### src/rtl/da_fir_mac.sv
// da_fir_mac
// Distributed-arithmetic FIR multiply-accumulate engine. One packed vector of
// NTAPS samples is accepted, then processed bit-serially (MSB first) over XW
// cycles to produce y = sum(c_k * x_k). Coefficients are runtime-writable.
//
// Ports:
//   clk3       - clock, rising edge
//   reset      - synchronous active-high reset
//   x_in       - packed samples, tap k at [k*XW +: XW]
//   in_valid   - x_in valid
//   in_ready   - engine can accept a vector
//   coef_we    - coefficient write strobe
//   coef_addr  - tap index for the write (ignored if >= NTAPS)
//   coef_data  - signed coefficient value
//   y          - two's complement result (accumulator register)
//   out_valid  - y valid
//   out_ready  - downstream accepts y
//   busy       - high while the bit-serial run is in progress
module da_fir_mac #(
  parameter int                  NTAPS     = 8,
  parameter int                  XW        = 8,
  parameter int                  CW        = 8,
  parameter int                  ACCW      = 32,
  parameter bit                  SIGNED_X  = 1'b1,
  parameter logic [NTAPS*CW-1:0] COEF_INIT = {8'd8, 8'd7, 8'd6, 8'd5,
                                              8'd4, 8'd3, 8'd2, 8'd1}
) (
  input  logic                                   clk3,
  input  logic                                   reset,
  input  logic [NTAPS*XW-1:0]                    x_in,
  input  logic                                   in_valid,
  output logic                                   in_ready,
  input  logic                                   coef_we,
  input  logic [((NTAPS > 1) ? $clog2(NTAPS) : 1)-1:0] coef_addr,
  input  logic [CW-1:0]                          coef_data,
  output logic [ACCW-1:0]                        y,
  output logic                                   out_valid,
  input  logic                                   out_ready,
  output logic                                   busy
);

  localparam int              AW       = (NTAPS > 1) ? $clog2(NTAPS) : 1;
  localparam int              CNTW     = $clog2(XW);
  localparam logic [AW:0]     NTAPS_L  = (AW+1)'(NTAPS);
  localparam logic [CNTW-1:0] LAST_BIT = CNTW'(XW - 1);

  typedef enum logic [1:0] {
    S_IDLE,
    S_RUN,
    S_DONE
  } state_t;

  state_t state, state_next;

  logic [CW-1:0]   coef  [NTAPS];
  logic [CW-1:0]   wcoef [NTAPS];
  logic [XW-1:0]   xs    [NTAPS];
  logic [CNTW-1:0] cnt;
  logic [ACCW-1:0] acc;
  logic [ACCW-1:0] term;
  logic            accept;

  assign accept = in_valid && in_ready;
  assign y      = acc;

  // State register
  always_ff @(posedge clk3) begin
    if (reset) begin
      state <= S_IDLE;
    end else begin
      state <= state_next;
    end
  end

  // Next state and handshake outputs
  always_comb begin
    state_next = state;
    in_ready   = 1'b0;
    out_valid  = 1'b0;
    busy       = 1'b0;
    case (state)
      S_IDLE: begin
        in_ready = 1'b1;
        if (in_valid) state_next = S_RUN;
      end
      S_RUN: begin
        busy = 1'b1;
        if (cnt == LAST_BIT) state_next = S_DONE;
      end
      S_DONE: begin
        out_valid = 1'b1;
        if (out_ready) begin
          in_ready   = 1'b1;
          state_next = in_valid ? S_RUN : S_IDLE;
        end
      end
      default: state_next = S_IDLE;
    endcase
  end

  // DA term: sum of working coefficients masked by the current sample bit,
  // each sign-extended to the accumulator width.
  always_comb begin
    term = '0;
    for (int unsigned k = 0; k < NTAPS; k++) begin
      if (xs[k][XW-1]) begin
        term = term + {{(ACCW-CW){wcoef[k][CW-1]}}, wcoef[k]};
      end
    end
  end

  // Coefficient bank, snapshot, sample shift register and accumulator
  always_ff @(posedge clk3) begin
    if (reset) begin
      for (int unsigned k = 0; k < NTAPS; k++) begin
        coef[k]  <= COEF_INIT[k*CW +: CW];
        wcoef[k] <= '0;
        xs[k]    <= '0;
      end
      cnt <= '0;
      acc <= '0;
    end else begin
      if (coef_we && ({1'b0, coef_addr} < NTAPS_L)) begin
        coef[coef_addr] <= coef_data;
      end

      if (accept) begin
        // Non-blocking read of coef gives the pre-write value on a
        // same-cycle write.
        for (int unsigned k = 0; k < NTAPS; k++) begin
          xs[k]    <= x_in[k*XW +: XW];
          wcoef[k] <= coef[k];
        end
        cnt <= '0;
      end else if (state == S_RUN) begin
        for (int unsigned k = 0; k < NTAPS; k++) begin
          xs[k] <= {xs[k][XW-2:0], 1'b0};
        end
        cnt <= cnt + 1'b1;
        // MSB carries negative weight for two's complement samples.
        if (cnt == '0) begin
          acc <= SIGNED_X ? ('0 - term) : term;
        end else begin
          acc <= {acc[ACCW-2:0], 1'b0} + term;
        end
      end
    end
  end

endmodule
### config.mk
export PLATFORM = sky130hd
export DESIGN_NAME = da_fir_mac
export DESIGN_NICKNAME = d
export VERILOG_FILES = /design/src/rtl/da_fir_mac.sv
export SDC_FILE = /design/constraint.sdc
export NUM_CORES = 1
export LEC_CHECK = 0
export ABC_CLOCK_PERIOD_IN_PS = 31100
export CORE_MARGIN = 2
export CORE_UTILIZATION = 38
export DETAILED_ROUTE_END_ITERATION = 12
export PLACE_DENSITY_LB_ADDON = 0.25
export SKIP_CTS_REPAIR_TIMING = 1
export SLEW_MARGIN = 10
export SYNTH_ARGS = -nofsm -noshare
export SYNTH_HDL_FRONTEND = slang
export SYNTH_SLANG_ARGS = --single-unit
### constraint.sdc
create_clock -name clk3 -period 31.1 [get_ports clk3]
set_input_delay 6.22 -clock clk3 [delete_from_list [all_inputs] [get_ports clk3]]
set_output_delay 6.22 -clock clk3 [all_outputs]
set_load 0.05 [all_outputs]
======== Word level (Yosys, flattened, before mapping) ========
Memories as Yosys holds them, arrays and structs flattened.
Cells that the tools add are included.
W data, S select, Z words.
word-level totals
  flip-flop bits (word level) ............. 37
  memory bits (writable) .................. 192
  input bits .............................. 80
  output and inout bits ................... 35
  word-level logic and storage cells ...... 110
  memories kept ........................... 3
operators by class
  $add $sub $neg .......................... 10
  equal/unequal tests ..................... 6
  multiplexer cells ....................... 56
  bitwise operators ....................... 25
  reductions and logical operators ........ 7
memory list
  name   words  bits a word  read ports  clocked after memory_dff  wr ports  RTL line  source
  coef   8      8            8           0                         8         55        logic [CW-1:0] coef [NTAPS];
  wcoef  8      8            8           0                         8         56        logic [CW-1:0] wcoef [NTAPS];
  xs     8      8            8           0                         8         57        logic [XW-1:0] xs [NTAPS];
operators with widths
  operator                 count
  $mux W32                 9
  $add A32 B32 Y32         8
  $mux W8                  25
  $sub A1 B32 Y32 const A  1
  $or A1 B1 Y1             24
  $mux W1                  16
  $reduce_or A8 Y1         1
  $mux W2                  3
  $ne A2 B2 Y1 const B     3
  $pmux W2 S3              1
  $add A3 B1 Y3 const B    1
  $eq A3 B3 Y1 const B     1
  $logic_not A3 Y1         1
  $mux W3                  1
  $reduce_and A3 Y1        1
  $eq A2 B1 Y1 const B     1
  $eq A2 B2 Y1 const B     1
  $logic_not A2 Y1         1
  $pmux W1 S2              1
  $reduce_and A2 Y1        1
  $reduce_or A2 Y1         1
  $logic_and A1 B1 Y1      1
  $not A1 Y1               1

======== Depth between registers and ports, before layout ========
  depth in word-level cells ............... 17
  depth in mapped cells ................... 76
  mapped depth without buffers ............ 73

======== Worst setup path after synthesis ========
Ideal clock, no wire load.
  kind .................................... register to register
  from .................................... memory xs[0][7]
  to ...................................... register acc[31], in the netlist y[31]
  library setup time ...................... 79 ps
  arrival ................................. 14463 ps
  data required time ...................... 31021 ps
  setup slack ............................. 16558 ps
  stages on the path, launching flop included .. 73
  path buffers ............................ 3
  clock period less this slack ............ 14542 ps
  path through ............................ edfxtp_1 buf_6 buf_2 and2_1 ha_1 inv_1 fa_1 and4b_1 o41ai_2 o311ai_4 a21oi_1 fa_1 o21ai_0 ha_1 and3_1 and3_1 a21oi_1 and3_1 [37 not listed] o21ai_0 a21o_1 inv_1 o31a_1 or3_1 o211ai_1 a31oi_1 inv_1 ha_1 and3_1 a211o_1 a21o_1 a21oi_1 o21ai_0 xor2_1 nor2_1 or4_1 o211ai_1
RTL lines
  item                    RTL line  source
  start: declaration      57
  end signal: assignment  142       acc <= SIGNED_X ? ('0 - term) : term;
  end signal: assignment  144       acc <= {acc[ACCW-2:0], 1'b0} + term;
  end: declaration        59        logic [ACCW-1:0] acc;

==> qor.txt <==
===========================================================================================
Final worst path period share                                                        0.5412
Boundary Pins                                                                           115
Combinational cell fraction of total power                                            0.615
Global-route wire length before repair                                            118100 µm
Master of the slowest instance on the critical path                            sky130_fd_sc_hd__edfxtp_1
Async set-or-reset flop fraction in the synthesized netlist                               0
Number of flip-flops and latches in the synthesized netlist                             229
DP Wirelength                                                                      57490 µm
Met2 demand-to-capacity share in global routing                                      0.3429
CTS clk-pin slew, worst paths                                                       0.06 ns
Global routing's busiest layer                                                         met2
Final net count                                                                        3435
Core box area                                                                     65860 µm²
Leading cell type in the layout, fill and taps excluded                        sky130_fd_sc_hd__nand2_1
Initial antenna violation count                                                           0
H-tree lvl count                                                                          1
Chip height                                                                        262.1 µm
Per-instance average area after synthesis                                         8.280 µm²
Status                                                                         complete, no violations
Growth of design area from synthesis to finish                                       11.37%
Setup Viol. Count Final                                                                   0
Die area                                                                          68710 µm²
Clock root buffer master                                                       sky130_fd_sc_hd__clkbuf_16
Number of vias in the routed layout                                                   22990
Maximum vdd drop                                                                   37.67 µV
Required time at the endpoint of the critical path                                 31.59 ns
Critical path type                                                             flip-flop to flip-flop
Net count after synthesis                                                              3390
Most used cells in the layout excluding fill and tap cells                     268 x sky130_fd_sc_hd__nand2_1, 262 x sky130_fd_sc_hd__a21oi_1, 261 x sky130_fd_sc_hd__nor2_1
Actual transition at the worst max-transition pin                                  1.187 ns
Final max-slew violation count                                                            0
Maximum number of pins on one net before global-route repair                            109
Port-buffer cells                                                                       114
Number of design-rule violations left by the first detailed-router iteration           1741
Tightest Hold Check Type                                                       flip-flop to flip-flop
Total negative setup slack                                                             0 ns
DRC violations left                                                                       0
Yosys warnings                                                                            0
Die width                                                                          262.1 µm
Most used cell along the critical path                                         sky130_fd_sc_hd__ha_1
GRT met3 Usage                                                                      0.02720
Pwr/cell area                                                                  65.89 nW/µm²
Met1 usage in global routing                                                         0.2997
Crit Path Max Fanout                                                                     21
Overall overflow remaining after global route                                             0
Kind of launch point of the worst setup path                                      flip-flop
Time the final worst path needs with I/O delays and setup                          16.83 ns
Share of layout cells above drive strength 1                                        0.06052
Library cells used by synthesis                                                         118
Most used DFF post-synth                                                       sky130_fd_sc_hd__edfxtp_1
Max-Cap Viols                                                                             0
Total Routing Usage GR                                                               0.2132
Average wire per cell in the routed design                                         18.64 µm
Leakage                                                                          0.01163 µW
Vias per Instance                                                                     5.765
Sinks on Clock Net                                                                      229
Number of global-route vias before repair                                             21670
Setup repair after global routing missed its margin                                      no
Clock network power share                                                             0.181
Number of enable flip-flop cells after synthesis                                        188
Number of rows in the core area                                                          94
Sum of routed wire length over all layers                                          74320 µm
Switching power of the nets                                                        836.0 µW
Post-synthesis instance total                                                          3058
Crit path DAT                                                                      17.32 ns
Synthesized area                                                                  25320 µm²
GP Congestion                                                                        0.9293
Antenna viol nets, final                                                                  0
Type of element capturing the critical path                                       flip-flop
Initial core utilization                                                             0.3844
Internal                                                                            1022 µW
Worst rel slew slack                                                                 0.2085
TritonCTS clock tree                                                                   done
Total CTS buffers                                                                        26
Highest clock rate                                                                59.42 MHz
DRT Pass-1 Iters                                                                          6
Largest incremental delay on the critical path                                      0.73 ns
Part of the Yosys area used for sequential elements                                  0.2554
Final Hold Violating Endpoints                                                            0
Clock latency of the later-clocked register in the worst-skew pair                  0.57 ns
Largest clock skew in the final design                                           0.04357 ns
Sequential group share of total power                                                 0.204
Switching portion of total power                                                     0.4499
Final Util                                                                           0.4281
CTS Buffer Depth                                                                          3
===========================================================================================
## final cells by class
type / count / area (µm²)
fillers: 6589 / 37660
multi-input cells: 2582 / 17890
flip-flops and latches: 229 / 6466
repair buffers: 143 / 1354
well taps: 864 / 1081
clock buffers: 29 / 671.9
inverters: 121 / 454.2
clock inverters: 19 / 274.0
diodes: 1 / 2.502
## critical path, delay by kind of cell, from the launching register on
kind,cells,cell delay (ns)
compound gates,37,8.37
xor+xnor,3,0.47
fa+ha+maj,10,3.40
buf+inv,5,0.42
flops,1,0.73
mux,1,0.41
simple gates,12,2.95
## per-layer routing
metal	routed length (µm)	up-vias
met2	33180	547
met4	2002	0
met5	0	-
met1	35760	10760
li1	-	11580
met3	3384	104
## Yosys cell counts (all sizes together) (54+ instances only)
cell type    n  area, µm²
inv        119      446.7
edfxtp     188       5645
a21o        76      570.6
a22o        64      560.5
ha         234       2928
o21a        54      405.4
xnor2      100      875.8
nor2       263      989.7
nand2      269       1012
clkbuf      84      316.6
nor3        86      456.7
and2       130      813.3
o21ai      191      967.2
a211oi      54      450.4
nand3       60      300.3
xor2        77      674.4
a21oi      264       1329
## logic make-up (layout without fill, tap and decap cells)
family	after synthesis	after routing	share of synthesized area
compound gates	1023	1023	0.2781
xor+xnor	179	179	0.06301
fa+ha+maj	252	252	0.1299
buf+inv	247	312	0.03854
flops	229	229	0.2554
mux	49	49	0.02036
other cells	0	1	0
simple gates	1079	1079	0.2148
## path summary, 6_finish.rpt
| path | startpoint | to | slack, ns | depth (start not counted) |
|---|---|---|---|---|
| min | y[13] | y[13] | 0.48 | 2 |
| max | xs[0][7] | y[31] | 14.27 | 68 |
| max reg2reg | xs[0][7] | y[31] | 14.27 | 68 |
| min reg2reg | y[13] | y[13] | 0.48 | 2 |
## stage by stage
stage / cell area [µm²] / hold slack, ns / setup WS [ns] / instances / total power [µW]
floorplan: 25320 / 0.4530 / 16.56 / 3058 / 1260
global placement: 27250 / 0.4682 / 14.46 / 3939 / 1517
detailed placement: 27250 / 0.4694 / 14.45 / 3939 / 1514
CTS: 28200 / 0.4779 / 14.38 / 3987 / 1857
global route: 28200 / 0.4972 / 12.76 / 3987 / 2007
finish: 28200 / 0.4751 / 14.27 / 3988 / 1858
## power by group through the flow
stage | sequential (µW) | combinational (µW) | clock, µW
5_1_grt | 382 | 1270 | 356
4_1_cts | 380 | 1140 | 343
3_3_place_gp | 385 | 1130 | 0
2_1_floorplan | 406 | 855 | 0
6_report | 379 | 1140 | 336
3_5_place_dp | 386 | 1130 | 0
## registers in the layout, indices dropped and copies added (netlist names)
| name | cells |
|---|---|
| coef | 64 |
| wcoef | 64 |
| xs | 64 |
| y | 32 |
| cnt | 3 |
| state | 2 |
Power figures use the tool's default switching activity.
